[src/rtl/otter_pipe_pkg.sv]
// Shared types and constants for the OTTER pipeline control logic.
// Hazard FSM states, forwarding-select encoding and the zero register.
package otter_pipe_pkg;

  typedef enum logic {
    RUN    = 1'b0,
    SQUASH = 1'b1
  } hz_state_t;

  localparam int         FWD_NONE = 0;
  localparam logic [4:0] REG_X0   = 5'd0;

endpackage

[src/rtl/otter_sat_counter.sv]
// Saturating up-counter with synchronous clear (clear beats increment).
// Ports: CLK, RESET_N (async low), CLR, INC, Q[W-1:0].
module otter_sat_counter #(
  parameter int W = 32
) (
  input  logic         CLK,
  input  logic         RESET_N,
  input  logic         CLR,
  input  logic         INC,
  output logic [W-1:0] Q
);

  logic [W-1:0] cnt_q;
  logic [W-1:0] cnt_d;

  always_comb begin
    cnt_d = cnt_q;
    if (CLR)
      cnt_d = '0;
    else if (INC && (cnt_q != '1))
      cnt_d = cnt_q + 1'b1;
  end

  always_ff @(posedge CLK or negedge RESET_N) begin
    if (!RESET_N)
      cnt_q <= '0;
    else
      cnt_q <= cnt_d;
  end

  assign Q = cnt_q;

endmodule

[src/rtl/otter_hazard_unit.sv]
// OTTER hazard unit: forwarding selects, load-use stall, redirect squash,
// memory freeze and saturating perf counters; outputs are combinational.
module otter_hazard_unit
  import otter_pipe_pkg::*;
#(
  parameter int FWD_STAGES  = 2,
  parameter int FLUSH_DEPTH = 2,
  parameter int CNT_W       = 32,
  parameter int SEL_W       = $clog2(FWD_STAGES + 1)
) (
  input  logic                    CLK,
  input  logic                    RESET_N,
  input  logic [4:0]              ID_RS1,
  input  logic [4:0]              ID_RS2,
  input  logic                    ID_RS1_USED,
  input  logic                    ID_RS2_USED,
  input  logic [4:0]              EX_RS1,
  input  logic [4:0]              EX_RS2,
  input  logic                    EX_RS1_USED,
  input  logic                    EX_RS2_USED,
  input  logic [4:0]              EX_RD,
  input  logic                    EX_REGWRITE,
  input  logic                    EX_MEMREAD,
  input  logic [5*FWD_STAGES-1:0] FWD_RD,
  input  logic [FWD_STAGES-1:0]   FWD_REGWRITE,
  input  logic                    REDIRECT,
  input  logic                    MEM_BUSY,
  input  logic                    CNT_CLR,
  output logic [SEL_W-1:0]        SEL_A,
  output logic [SEL_W-1:0]        SEL_B,
  output logic                    PC_WRITE,
  output logic                    IF_ID_WRITE,
  output logic                    IF_ID_FLUSH,
  output logic                    ID_EX_FLUSH,
  output logic                    PIPE_HOLD,
  output logic [CNT_W-1:0]        STALL_CNT,
  output logic [CNT_W-1:0]        LOADUSE_CNT,
  output logic [CNT_W-1:0]        FLUSH_CNT
);

  localparam logic [2:0] RELOAD = 3'(FLUSH_DEPTH - 1);

  logic [FWD_STAGES-1:0] hit_a;
  logic [FWD_STAGES-1:0] hit_b;

  for (genvar k = 0; k < FWD_STAGES; k++) begin : g_fwd
    logic [4:0] rd_k;
    assign rd_k = FWD_RD[5*k +: 5];
    assign hit_a[k] = EX_RS1_USED && FWD_REGWRITE[k] &&
                      (rd_k == EX_RS1) && (EX_RS1 != REG_X0);
    assign hit_b[k] = EX_RS2_USED && FWD_REGWRITE[k] &&
                      (rd_k == EX_RS2) && (EX_RS2 != REG_X0);
  end

  // Walk oldest to youngest so the youngest hit is written last.
  always_comb begin
    SEL_A = SEL_W'(FWD_NONE);
    SEL_B = SEL_W'(FWD_NONE);
    for (int k = FWD_STAGES - 1; k >= 0; k--) begin
      if (hit_a[k]) SEL_A = SEL_W'(k + 1);
      if (hit_b[k]) SEL_B = SEL_W'(k + 1);
    end
  end

  logic lu;
  assign lu = EX_MEMREAD && EX_REGWRITE && (EX_RD != REG_X0) &&
              ((ID_RS1_USED && (ID_RS1 == EX_RD)) ||
               (ID_RS2_USED && (ID_RS2 == EX_RD)));

  hz_state_t  state_q;
  hz_state_t  state_d;
  logic [2:0] fcnt_q;
  logic [2:0] fcnt_d;
  logic       lu_take;
  logic       redir_take;

  always_comb begin
    PC_WRITE    = 1'b1;
    IF_ID_WRITE = 1'b1;
    IF_ID_FLUSH = 1'b0;
    ID_EX_FLUSH = 1'b0;
    PIPE_HOLD   = 1'b0;
    state_d     = state_q;
    fcnt_d      = fcnt_q;
    lu_take     = 1'b0;
    redir_take  = 1'b0;
    priority case (1'b1)
      MEM_BUSY: begin
        PIPE_HOLD   = 1'b1;
        PC_WRITE    = 1'b0;
        IF_ID_WRITE = 1'b0;
      end
      REDIRECT: begin
        IF_ID_FLUSH = 1'b1;
        ID_EX_FLUSH = 1'b1;
        redir_take  = 1'b1;
        fcnt_d      = RELOAD;
        state_d     = (RELOAD != 3'd0) ? SQUASH : RUN;
      end
      (state_q == SQUASH): begin
        IF_ID_FLUSH = 1'b1;
        fcnt_d      = fcnt_q - 3'd1;
        state_d     = (fcnt_q == 3'd1) ? RUN : SQUASH;
      end
      lu: begin
        PC_WRITE    = 1'b0;
        IF_ID_WRITE = 1'b0;
        ID_EX_FLUSH = 1'b1;
        lu_take     = 1'b1;
      end
      default: ;
    endcase
  end

  always_ff @(posedge CLK or negedge RESET_N) begin
    if (!RESET_N) begin
      state_q <= RUN;
      fcnt_q  <= 3'd0;
    end else begin
      state_q <= state_d;
      fcnt_q  <= fcnt_d;
    end
  end

  otter_sat_counter #(.W(CNT_W)) u_stall_cnt (
    .CLK     (CLK),
    .RESET_N (RESET_N),
    .CLR     (CNT_CLR),
    .INC     (MEM_BUSY),
    .Q       (STALL_CNT)
  );

  otter_sat_counter #(.W(CNT_W)) u_loaduse_cnt (
    .CLK     (CLK),
    .RESET_N (RESET_N),
    .CLR     (CNT_CLR),
    .INC     (lu_take),
    .Q       (LOADUSE_CNT)
  );

  otter_sat_counter #(.W(CNT_W)) u_flush_cnt (
    .CLK     (CLK),
    .RESET_N (RESET_N),
    .CLR     (CNT_CLR),
    .INC     (redir_take),
    .Q       (FLUSH_CNT)
  );

endmodule

[config.mk]
export PLATFORM = sky130hd
export DESIGN_NAME = otter_hazard_unit
export DESIGN_NICKNAME = d
export VERILOG_FILES = /design/src/rtl/otter_pipe_pkg.sv /design/src/rtl/otter_sat_counter.sv /design/src/rtl/otter_hazard_unit.sv
export SDC_FILE = /design/constraint.sdc
export NUM_CORES = 1
export LEC_CHECK = 0
export ABC_AREA = 0
export CORE_MARGIN = 2
export CORE_UTILIZATION = 50
export CTS_CLUSTER_DIAMETER = 80
export DETAILED_ROUTE_END_ITERATION = 10
export PLACE_DENSITY_LB_ADDON = 0.08
export SKIP_LAST_GASP = 1
export SLEW_MARGIN = 20
export SYNTH_ARGS = -nofsm -noshare
export SYNTH_HDL_FRONTEND = slang
export SYNTH_HIERARCHICAL = 1
export SYNTH_SLANG_ARGS = --single-unit
[constraint.sdc]
create_clock -name CLK -period 2.73 [get_ports CLK]
set_input_delay 0.546 -clock CLK [delete_from_list [all_inputs] [get_ports CLK]]
set_output_delay 0.546 -clock CLK [all_outputs]
set_load 0.05 [all_outputs]
==> results of run 1 <==
-- cell usage in the layout (no fill, tap or decap), types with 14 or more instances in the layout --
| cell | synthesis | layout |
|---|---|---|
| a21oi_1 | 40 | 37 |
| and3_1 | 20 | 20 |
| buf_4 | 5 | 42 |
| clkdlybuf4s50_1 | 0 | 118 |
| dfrtp_1 | 100 | 100 |
| inv_1 | 22 | 22 |
| nand2_1 | 44 | 44 |
| nand3_1 | 37 | 37 |
| nand4_1 | 21 | 21 |
| nor2_1 | 76 | 76 |
| nor2b_1 | 14 | 14 |
| o21ai_0 | 24 | 23 |
| or3_1 | 23 | 23 |
| xnor2_1 | 40 | 39 |
| xor2_1 | 26 | 24 |
-- cell families (layout without fill, tap and decap cells) --
family / count (synthesis) / after routing / share of synthesized area [%]
AND/OR/NAND/NOR: 322 / 322 / 29.3
AO/OA/AOI/OAI: 118 / 118 / 13.3
flip-flops: 100 / 100 / 40.4
XOR/XNOR: 66 / 66 / 9.33
buffers and inverters: 44 / 235 / 3.17
multiplexers: 19 / 19 / 3.49
adder cells (fa/ha/maj): 5 / 5 / 1.01
-- final cells by class --
cell class	instances	area, um2	area share (%)
multi-input combinational	530	3690	42.3
timing repair buffer	197	1970	22.5
inverter	22	82.6	0.946
clock buffer	11	243	2.78
sequential	100	2500	28.7
clock inverter	5	36.3	0.415
tap	168	210	2.41
-- repair_timing --
action / CTS / global route
hold buffers: 0 / 0
gates resized for setup: 25 / 65
pin swaps: 13 / 29
setup endpoints to repair: 19 / 21
setup buffers: 6 / 4
-- critical path: cells and delay by family --
kind / cells / cell delay [ps]
AND/OR/NAND/NOR: 5 / 1460
XOR/XNOR: 1 / 140
AO/OA/AOI/OAI: 3 / 500
buffers and inverters: 3 / 340
-- routing by layer --
layer	share of wire [%]	GRT usage, %	wire length (um)
met2	48	40.7	8340
met3	6.2	5.59	1080
met5	0	0	0
met4	1.7	8.43	301
met1	44	33.6	7580
-- path summary, 6_finish.rpt --
kind | from | slack (ps) | to | cells after the start
max | EX_RD[2] | 20 | u_loaduse_cnt/Q[21] | 12
min | RESET_N | 170 | u_loaduse_cnt/Q[17] | 1
max reg2reg | u_stall_cnt/Q[0] | 270 | u_stall_cnt/Q[19] | 7
min reg2reg | fcnt_q[2] | 530 | fcnt_q[2] | 2
max in group asynchronous | RESET_N | 1830 | u_flush_cnt/Q[24] | 2
min in group CLK | fcnt_q[2] | 530 | fcnt_q[2] | 2
-- where the power goes --
| part | total (mW) | leakage, nW | internal [mW] | switching (mW) |
|---|---|---|---|---|
| Clock | 1.22 | 0.140 | 0.647 | 0.574 |
| Sequential | 1.54 | 1.39 | 1.51 | 0.0297 |
| Combinational | 0.419 | 2.02 | 0.189 | 0.230 |
| Total | 3.18 | 3.55 | 2.34 | 0.834 |
-- state kept, by name (all words and copies together), names as in the netlist --
name	count
u_flush_cnt/Q	32
u_loaduse_cnt/Q	32
u_stall_cnt/Q	32
fcnt_q	3
state_q	1
-- metrics by stage --
step	worst slack, ps	total power [mW]	util, %
2_1_floorplan	-98.0	1.75	-
3_3_place_gp	-558	1.96	67.9
3_5_place_dp	-659	1.97	67.9
4_1_cts	-16.9	3.18	70.6
5_1_grt	-77.9	3.29	72.4
6_report	24.6	3.18	72.4
==> run metrics, run 1 <==
status completed; worst-path maximum fanout 6; dpl hpwl approximately 12 mm; Residual DRC 0; power per cell area between 300 and 400 mW/mm2; site row count 40; synthesis warning total 6; Area contributors post-synth dfrtp_1 (40%), xnor2_1 (5.7%), nor2_1 (4.6%); kind of critical path input port to register; Final setup viols 0; Setup TNS 0 ps; syn_area_per_cell 9.19 um2; area grow syn2layout 41.0%; clock period minus worst slack approximately 2700 ps; Antenna Violating Nets Remaining 0; unrepaired setup endpoints after global routing true; Hold WC Path Type input port to asynchronous set/reset pin; crit path DAT roughly 3000 ps; IR drop worst, VDD ~0.37 mV; count leader, synth dfrtp_1; routed wire length 17.3 mm; initial drt markers about 390; DIE AREA between 0.01 and 0.015 mm2; wire per inst roughly 17 um; initial antenna violation count 0; NumNets Final slightly above 900; leading area contributor after synthesis dfrtp_1; Hold Vio Cnt, Final 0; PortBufs approximately 150; Max clock buf depth 2; number of flops mapped to enable cells by yosys 0; Final period util ~100%; First-pass DRT Iterations 5; Finished Layout Cells a little over 1000; leakage power ~3.5 nW; layout cells sized above 1 17.6%; total CTS buffers 9; crit-path most repeated cell buf_6; netlist area before placement just over 0.006 mm2; first-pass GRT wire length around 27 mm; Reg clk slew, reported paths 70 ps; CTS tree done; share of Yosys cell area claimed by the top area cell type 40.4%; Worst path max stage delay between 500 and 600 ps; Yosys reg bits 100; Post-synth top cells dfrtp_1 (100), nor2_1 (76), nand2_1 (44); Clock Skew 7.55 ps; Slew Viols, Final 0; design area 0.00873 mm2; Post-synth ARST share 100%; largest net degree at the start of global routing 62; vias in the first global route 5669; # diodes 0; I/O pin cnt between 150 and 200; type of destination of the critical path register; fillcell total roughly 910; GRT overflow 0; slew margin rel. roughly 46%; via count about 6000; Cell variety after synth 61; Die Y 115 um; Vias/cell around 5.8; worst slew pin tran roughly 800 ps; H-tree levels 3; root buffer cell clkbuf_16; Required @ worst endpoint ~3000 ps; core area roughly 0.012 mm2; gr usage total between 20% and 30%; GP Congestion 0.922; Hold WS roughly 170 ps; clk sink count 100; Fmax achieved ~0.37 GHz; worst-skew pair later-pin latency between 300 and 400 ps; placed insts 1008; sequential area share after synthesis roughly two fifths; initial core utilization 51.3%; die extent in x ~120 um; post-place instance area between 0.008 and 0.009 mm2; critical path's slowest cell or4_4; Max Cap Viol 0; critical path startpoint category input port; syn_nets approximately 730; Primary FF master, synth dfrtp_1; Post-Syn Instances ~670; Cell Chain, Critical Path buf_6, buf_6, xor2_2, nor4_2, a32oi_2, nor4_4, and3_1, nand4_1, a21o_4, buf_6, or4_4, a21oi_2
Note: power is estimated with default switching activity, not from simulation.
==> inputs of run 2 (changes only) <==
--- a/config.mk
+++ b/config.mk
@@ -7,12 +7,12 @@
 export LEC_CHECK = 0
 export ABC_AREA = 0
 export CORE_MARGIN = 2
-export CORE_UTILIZATION = 50
+export CORE_UTILIZATION = 47
+export CTS_BUF_LIST = sky130_fd_sc_hd__clkbuf_8
 export CTS_CLUSTER_DIAMETER = 80
 export DETAILED_ROUTE_END_ITERATION = 10
 export PLACE_DENSITY_LB_ADDON = 0.08
 export SKIP_LAST_GASP = 1
-export SLEW_MARGIN = 20
 export SYNTH_ARGS = -nofsm -noshare
 export SYNTH_HDL_FRONTEND = slang
 export SYNTH_HIERARCHICAL = 1
==> constraint.sdc (replaced) <==
create_clock -name CLK -period 2.35 [get_ports CLK]
set_input_delay 0.47 -clock CLK [delete_from_list [all_inputs] [get_ports CLK]]
set_output_delay 0.47 -clock CLK [all_outputs]
set_load 0.05 [all_outputs]
==> run 2 against run 1 <==
The run now ends with negative setup slack left; count of clock-buffer cells in the layout down 2; routed wire length grew 5.4%; core utilization is 1.4 points lower; global-route usage up 0.21 points; via count is 2.1% higher; critical endpoint is now u_loaduse_cnt/Q[25]; sequential power is 16% higher; first-iteration DRC count down 12%; setup slack lost 250 ps; register-to-register slack got worse by 130 ps; combinational power is 18% higher; die area up 6.2%; critical path depth fell by 1.
==> run metrics, run 2 (same netlist as run 1, synthesis figures left out) <==
status complete, but fails checks; failing checks negative setup slack; placed insts 1047 (+3.9%); via count 6114 (+2.1%); power per cell area 387 mW/mm2 (+6.3%); Seq pwr share 51.1% (+2.7 points); Vias/cell 5.72 (-1.3%); Max clock buf depth 2 (unchanged); Final period util 110%; net switching power 0.925 mW (+11%); Reg clk slew, reported paths 100 ps (+30 ps); routed wire length 18.2 mm (+5.4%); PortBufs 152 (unchanged); site row count 41 (+2.5%); gr usage total 25.4% (+0.21 points); kind of critical path input port to register; First-pass DRT Iterations 5 (unchanged); clk sink count 100 (unchanged); IR drop worst, VDD 0.369 mV (+0.61%); layout cells sized above 1 24.9% (+7.3 points); crit-path most repeated cell nor4_2; Slew Viols, Final 0 (unchanged); Hold WS 72.1 ps (-98.9 ps); Switching Fraction 26.5% (+0.23 points); hold_buf cts 0 (unchanged); Residual DRC 0 (unchanged); worst-path maximum fanout 4 (-2); Comb power frac 14.2% (+1.0 points); most frequent cells in the layout clkdlybuf4s50_1 (106), dfrtp_1 (84), nor2_1 (75), buf_4 (72), nand2_1 (44); Antenna Violating Nets Remaining 0 (unchanged); Max Cap Viol 0 (unchanged); worst slew pin tran 681 ps (-115 ps); CTS tree done; buffers plus inverters on the worst setup path 2 (-1); initial core utilization 48.7% (-2.7 points); Hold WC Path Type input port to asynchronous set/reset pin; # diodes 0 (unchanged); largest net degree at the start of global routing 43 (-31%); critical path startpoint category input port; Hold Vio Cnt, Final 0 (unchanged); GP Congestion 0.870 (-5.6%); setup ws final -229 ps (-254 ps); Required @ worst endpoint 2660 ps (-350 ps); internal power 2.57 mW (+9.6%); Die Y 119 um (+3.0%); NumNets Final 945 (+3.5%); Cell Chain, Critical Path buf_6, xor2_2, nor4_2, a32oi_2, nor4_2, and3_1, nand4_1, a21o_4, buf_16, or4_4, a21oi_2; slew margin rel. 54.2% (+7.8 points); CP top delay family simple AND/OR/NAND/NOR gates; Setup TNS -1740 ps (-1740 ps); type of destination of the critical path register; H-tree levels 3 (unchanged); crit path DAT 2890 ps (-100 ps); initial antenna violation count 0 (unchanged); total CTS buffers 9 (unchanged); Finished Layout Cells 1069 (+3.5%); leakage power 3.68 nW (+3.8%); I/O pin cnt 153 (unchanged); Final setup viols 16 (+16); area grow syn2layout 45.9%; dpl hpwl 13.4 mm (+11%); worst-skew pair later-pin latency 380 ps (+30 ps); clock period minus worst slack 2580 ps; critical path's slowest cell or4_4; Clock Skew 16.4 ps (+8.85 ps); first-pass GRT wire length 29.2 mm (+7.9%); Clock Power Share 34.7% (-3.7 points); unrepaired setup endpoints after global routing true; Worst R2R Setup Slack 140 ps (-130 ps); wire per inst 17.1 um (+1.9%); DIE AREA 0.0141 mm2 (+6.2%); core area 0.0127 mm2 (+5.5%); Worst path max stage delay 420 ps (-100 ps); vias in the first global route 5956 (+5.1%); GRT overflow 0 (unchanged); initial drt markers 345 (-12%); Fmax achieved about 0.39 GHz; commonest non-fill, non-tap cell in the layout clkdlybuf4s50_1; root buffer cell clkbuf_8; die extent in x 119 um (+3.0%)
-- run 2: changes by cell type in the layout (fill, tap and decap cells not counted), sizes merged --
cell,delta
clkdlybuf4s50,-12
dlymetal6s2s,-2
clkbuf,-5
bufinv,+2
dlygate4sd2,+8
buf,+41
-- run 2: area by class of cell --
class                           count  area, um2
Multi-Input combinational cell    530       3800
Fill cell                         978       3690
Clock buffer                        9        124
Clock inverter                      7       88.8
Timing Repair Buffer              229       2200
Inverter                           22       82.6
Sequential cell                   100       2520
Tap cell                          172        215
-- run 2: power groups by stage --
| stage | sequential [mW] | combinational, mW | clock [mW] |
|---|---|---|---|
| CTS | 1.78 | 0.496 | 1.25 |
| finish | 1.79 | 0.496 | 1.21 |
| global placement | 1.82 | 0.472 | 0 |
| global route | 1.79 | 0.538 | 1.30 |
| floorplan | 1.83 | 0.202 | 0 |
| detailed placement | 1.82 | 0.490 | 0 |
-- run 2: routing by layer --
layer	part of all wire (%)	GRT usage (%)	vias up	wire, um
met5	0	0	-	0
li1	-	-	2887	-
met1	42	31.1	3014	7690
met4	1.6	6.18	0	295
met2	51	44.9	184	9370
met3	4.8	5.94	29	877
-- run 2: path summary, 6_finish.rpt --
path,cells past startpoint,to,start
max,11,u_loaduse_cnt/Q[25],ID_RS1[2]
min,1,u_flush_cnt/Q[4],RESET_N
max reg2reg,9,u_loaduse_cnt/Q[25],state_q
min reg2reg,2,fcnt_q[2],fcnt_q[2]
max in group asynchronous,2,u_flush_cnt/Q[29],RESET_N
min in group CLK,2,u_loaduse_cnt/Q[10],CNT_CLR
-- run 2: per-stage QoR --
stage | power [mW] | setup slack, ps | cell area (um2) | util, %
after floorplan | 2.03 | -317 | 6310 | -
after CTS | 3.53 | -217 | 8920 | 70.1
after global placement | 2.29 | -871 | 8550 | 67.2
after global routing | 3.63 | -341 | 9030 | 71.0
after detailed placement | 2.31 | -1010 | 8550 | 67.2
final | 3.49 | -229 | 9030 | 71.0
-- run 2: worst register-to-register path, stage by stage, from the launching register on --
cell and delay (ps):
dfrtp_1 440, nor2_2 110, o21ai_2 70, nor4_2 200
and3_1 250, nand4_1 110, a21o_4 250, buf_16 140
or4_4 420, a21oi_2 160
-- run 2: repair_timing --
action,in CTS,in global routing
pin swaps,28,32
cloned,1,0
endpoints found under the setup margin,41,42
resized for setup,96,41
setup buffers,2,4
==> inputs of run 3 (changes only) <==
--- a/config.mk
+++ b/config.mk
@@ -7,8 +7,7 @@
 export LEC_CHECK = 0
 export ABC_AREA = 0
 export CORE_MARGIN = 2
-export CORE_UTILIZATION = 47
-export CTS_BUF_LIST = sky130_fd_sc_hd__clkbuf_8
+export CORE_UTILIZATION = 45
 export CTS_CLUSTER_DIAMETER = 80
 export DETAILED_ROUTE_END_ITERATION = 10
 export PLACE_DENSITY_LB_ADDON = 0.08
==> run 3 against run 2 <==
The run still ends with negative setup slack left; global-route usage decreased by 0.87 points; power increased by 11%; critical path depth unchanged; clock skew decreased by 6.6 ps; largest cell class unchanged; count of clock-buffer cells in the layout increased by 1; final cell count about the same; die area increased by 4.3%; highest routed layer unchanged; non-clock buffer count decreased by 4.
==> run metrics, run 3 (same netlist as run 1, synthesis figures left out) <==
power per cell area 422 mW/mm2 (+9.0%); design area 0.00916 mm2 (+1.4%); gr usage total 24.5% (-0.87 points); met2 usage 42.4% (-2.5 points); post-place instance area 0.00852 mm2 (-0.35%); clk sink count 100 (unchanged); IR drop worst, VDD 0.415 mV (+12%); via count 5983 (-2.1%); I/O pin cnt 153 (unchanged); layout cells sized above 1 23.9% (-1.0 points); Fmax achieved 0.383 GHz (-1.3%); NumNets Final 941 (-0.42%); GR peak layer met2; Die Y 121 um (+2.1%); type of destination of the critical path register; die extent in x 121 um (+2.1%); wire per inst 16.5 um (-3.0%); Final period util 111% (+1.5 points); Clock Skew 9.84 ps (-6.56 ps); H-tree levels 3 (unchanged); leakage power 3.69 nW (+0.26%); Setup TNS -2260 ps (-520 ps); Slew Viols, Final 0 (unchanged); worst-path maximum fanout 7 (+3); Worst R2R Setup Slack 40 ps (-100 ps); site row count 42 (+2.4%); root buffer cell clkbuf_16; First-pass DRT Iterations 4 (-1); area taken by multi-input logic gates 0.00383 mm2 (+0.72%); first-pass GRT wire length 29.1 mm (-0.26%); initial antenna violation count 1 (+1); status complete, but fails checks; most frequent cells in the layout clkdlybuf4s50_1 (108), dfrtp_1 (85), nor2_1 (76), buf_4 (67), nand2_1 (43); vias in the first global route 5859 (-1.6%); Max Cap Viol 0 (unchanged); routed wire length 17.7 mm (-2.9%); total CTS buffers 9 (unchanged); PortBufs 152 (unchanged); worst slew pin tran 641 ps (-40.2 ps); hold_buf cts 0 (unchanged); GP Congestion 0.887 (+1.9%); area grow syn2layout 47.9%; commonest non-fill, non-tap cell in the layout clkdlybuf4s50_1; initial drt markers 363 (+5.2%); Antenna Violating Nets Remaining 0 (unchanged); Residual DRC 0 (unchanged); met1 usage 32.0% (+0.87 points); Hold Vio Cnt, Final 0 (unchanged); dpl hpwl 12.9 mm (-3.8%); Hold WS 74.9 ps (+2.80 ps); grt met3 use 4.04% (-1.9 points); GRT overflow 0 (unchanged); largest net degree at the start of global routing 52 (+21%); sequential standard cell area 0.00252 mm2 (about the same); clock period minus worst slack 2610 ps (+34.3 ps); crit path DAT 2880 ps (about the same); worst-skew pair later-pin latency 340 ps (-40 ps); CTS tree done; fillcell total 1099 (+12%); Max clock buf depth 2 (unchanged); critical path startpoint category input port; setup ws final -264 ps (-34.3 ps); Hold WC Path Type input port to asynchronous set/reset pin; Final setup viols 13 (-3); failing checks negative setup slack; kind of critical path input port to register; initial core utilization 46.4% (-2.3 points); final core occ 68.6% (-2.4 points); Reg clk slew, reported paths 70 ps (-30 ps); Vias/cell 5.59 (-2.2%); Required @ worst endpoint 2620 ps (-40 ps); unrepaired setup endpoints after global routing true; slew margin rel. 56.9% (+2.7 points); core area 0.0133 mm2 (+4.9%); DIE AREA 0.0147 mm2 (+4.3%)
## run 3: worst paths after layout
check | start | endpoint | cells past startpoint
max | ID_RS1[1] | u_loaduse_cnt/Q[21] | 11
min | RESET_N | u_loaduse_cnt/Q[3] | 1
max reg2reg | state_q | u_loaduse_cnt/Q[21] | 9
min reg2reg | fcnt_q[2] | fcnt_q[2] | 2
max in group asynchronous | RESET_N | u_loaduse_cnt/Q[20] | 2
min in group CLK | CNT_CLR | u_loaduse_cnt/Q[10] | 2
## run 3: layout make-up
type / instances / share of cell area, %
multi-input cells: 530 / 41.8
diodes: 1 / 0.0273
inverters: 22 / 0.902
well taps: 176 / 2.40
clock buffers: 10 / 2.50
repair buffers: 225 / 23.9
clock inverters: 6 / 0.943
flip-flops and latches: 100 / 27.5
## run 3: metal layers
layer	wire, um	vias up
met1	7690	2936
met2	9130	152
li1	-	2888
met4	110	0
met5	0	-
met3	756	7
## run 3: through the flow
step	std cells	total power, mW	worst slack (ps)
final	1070	3.86	-264
after global routing	1070	4.03	-352
after CTS	1068	3.90	-261
after detailed placement	1043	2.30	-1010
after global placement	1043	2.28	-901
after floorplan	674	2.03	-317
## run 3: timing repair
| item | 4_1_cts | 5_1_grt |
|---|---|---|
| resized for setup | 77 | 45 |
| pin swaps | 31 | 24 |
| endpoints found under the setup margin | 42 | 48 |
| buffers inserted | 10 | 5 |
## run 3: worst max-delay path, stage by stage
cell	delay, ps
buf_8	100
xor2_2	170
nor4_2	320
a32oi_2	200
nor4_4	280
and3_4	240
nand4_1	80
a21o_1	210
buf_12	140
or4_1	520
a21oi_1	150
## run 3: power breakdown
| part | leakage (nW) | internal (mW) | total, mW | switching, mW |
|---|---|---|---|---|
| sequential | 1.36 | 1.75 | 1.78 | 0.0316 |
| clock | 0.153 | 0.934 | 1.58 | 0.646 |
| combinational | 2.17 | 0.225 | 0.499 | 0.275 |
| total | 3.69 | 2.91 | 3.86 | 0.952 |
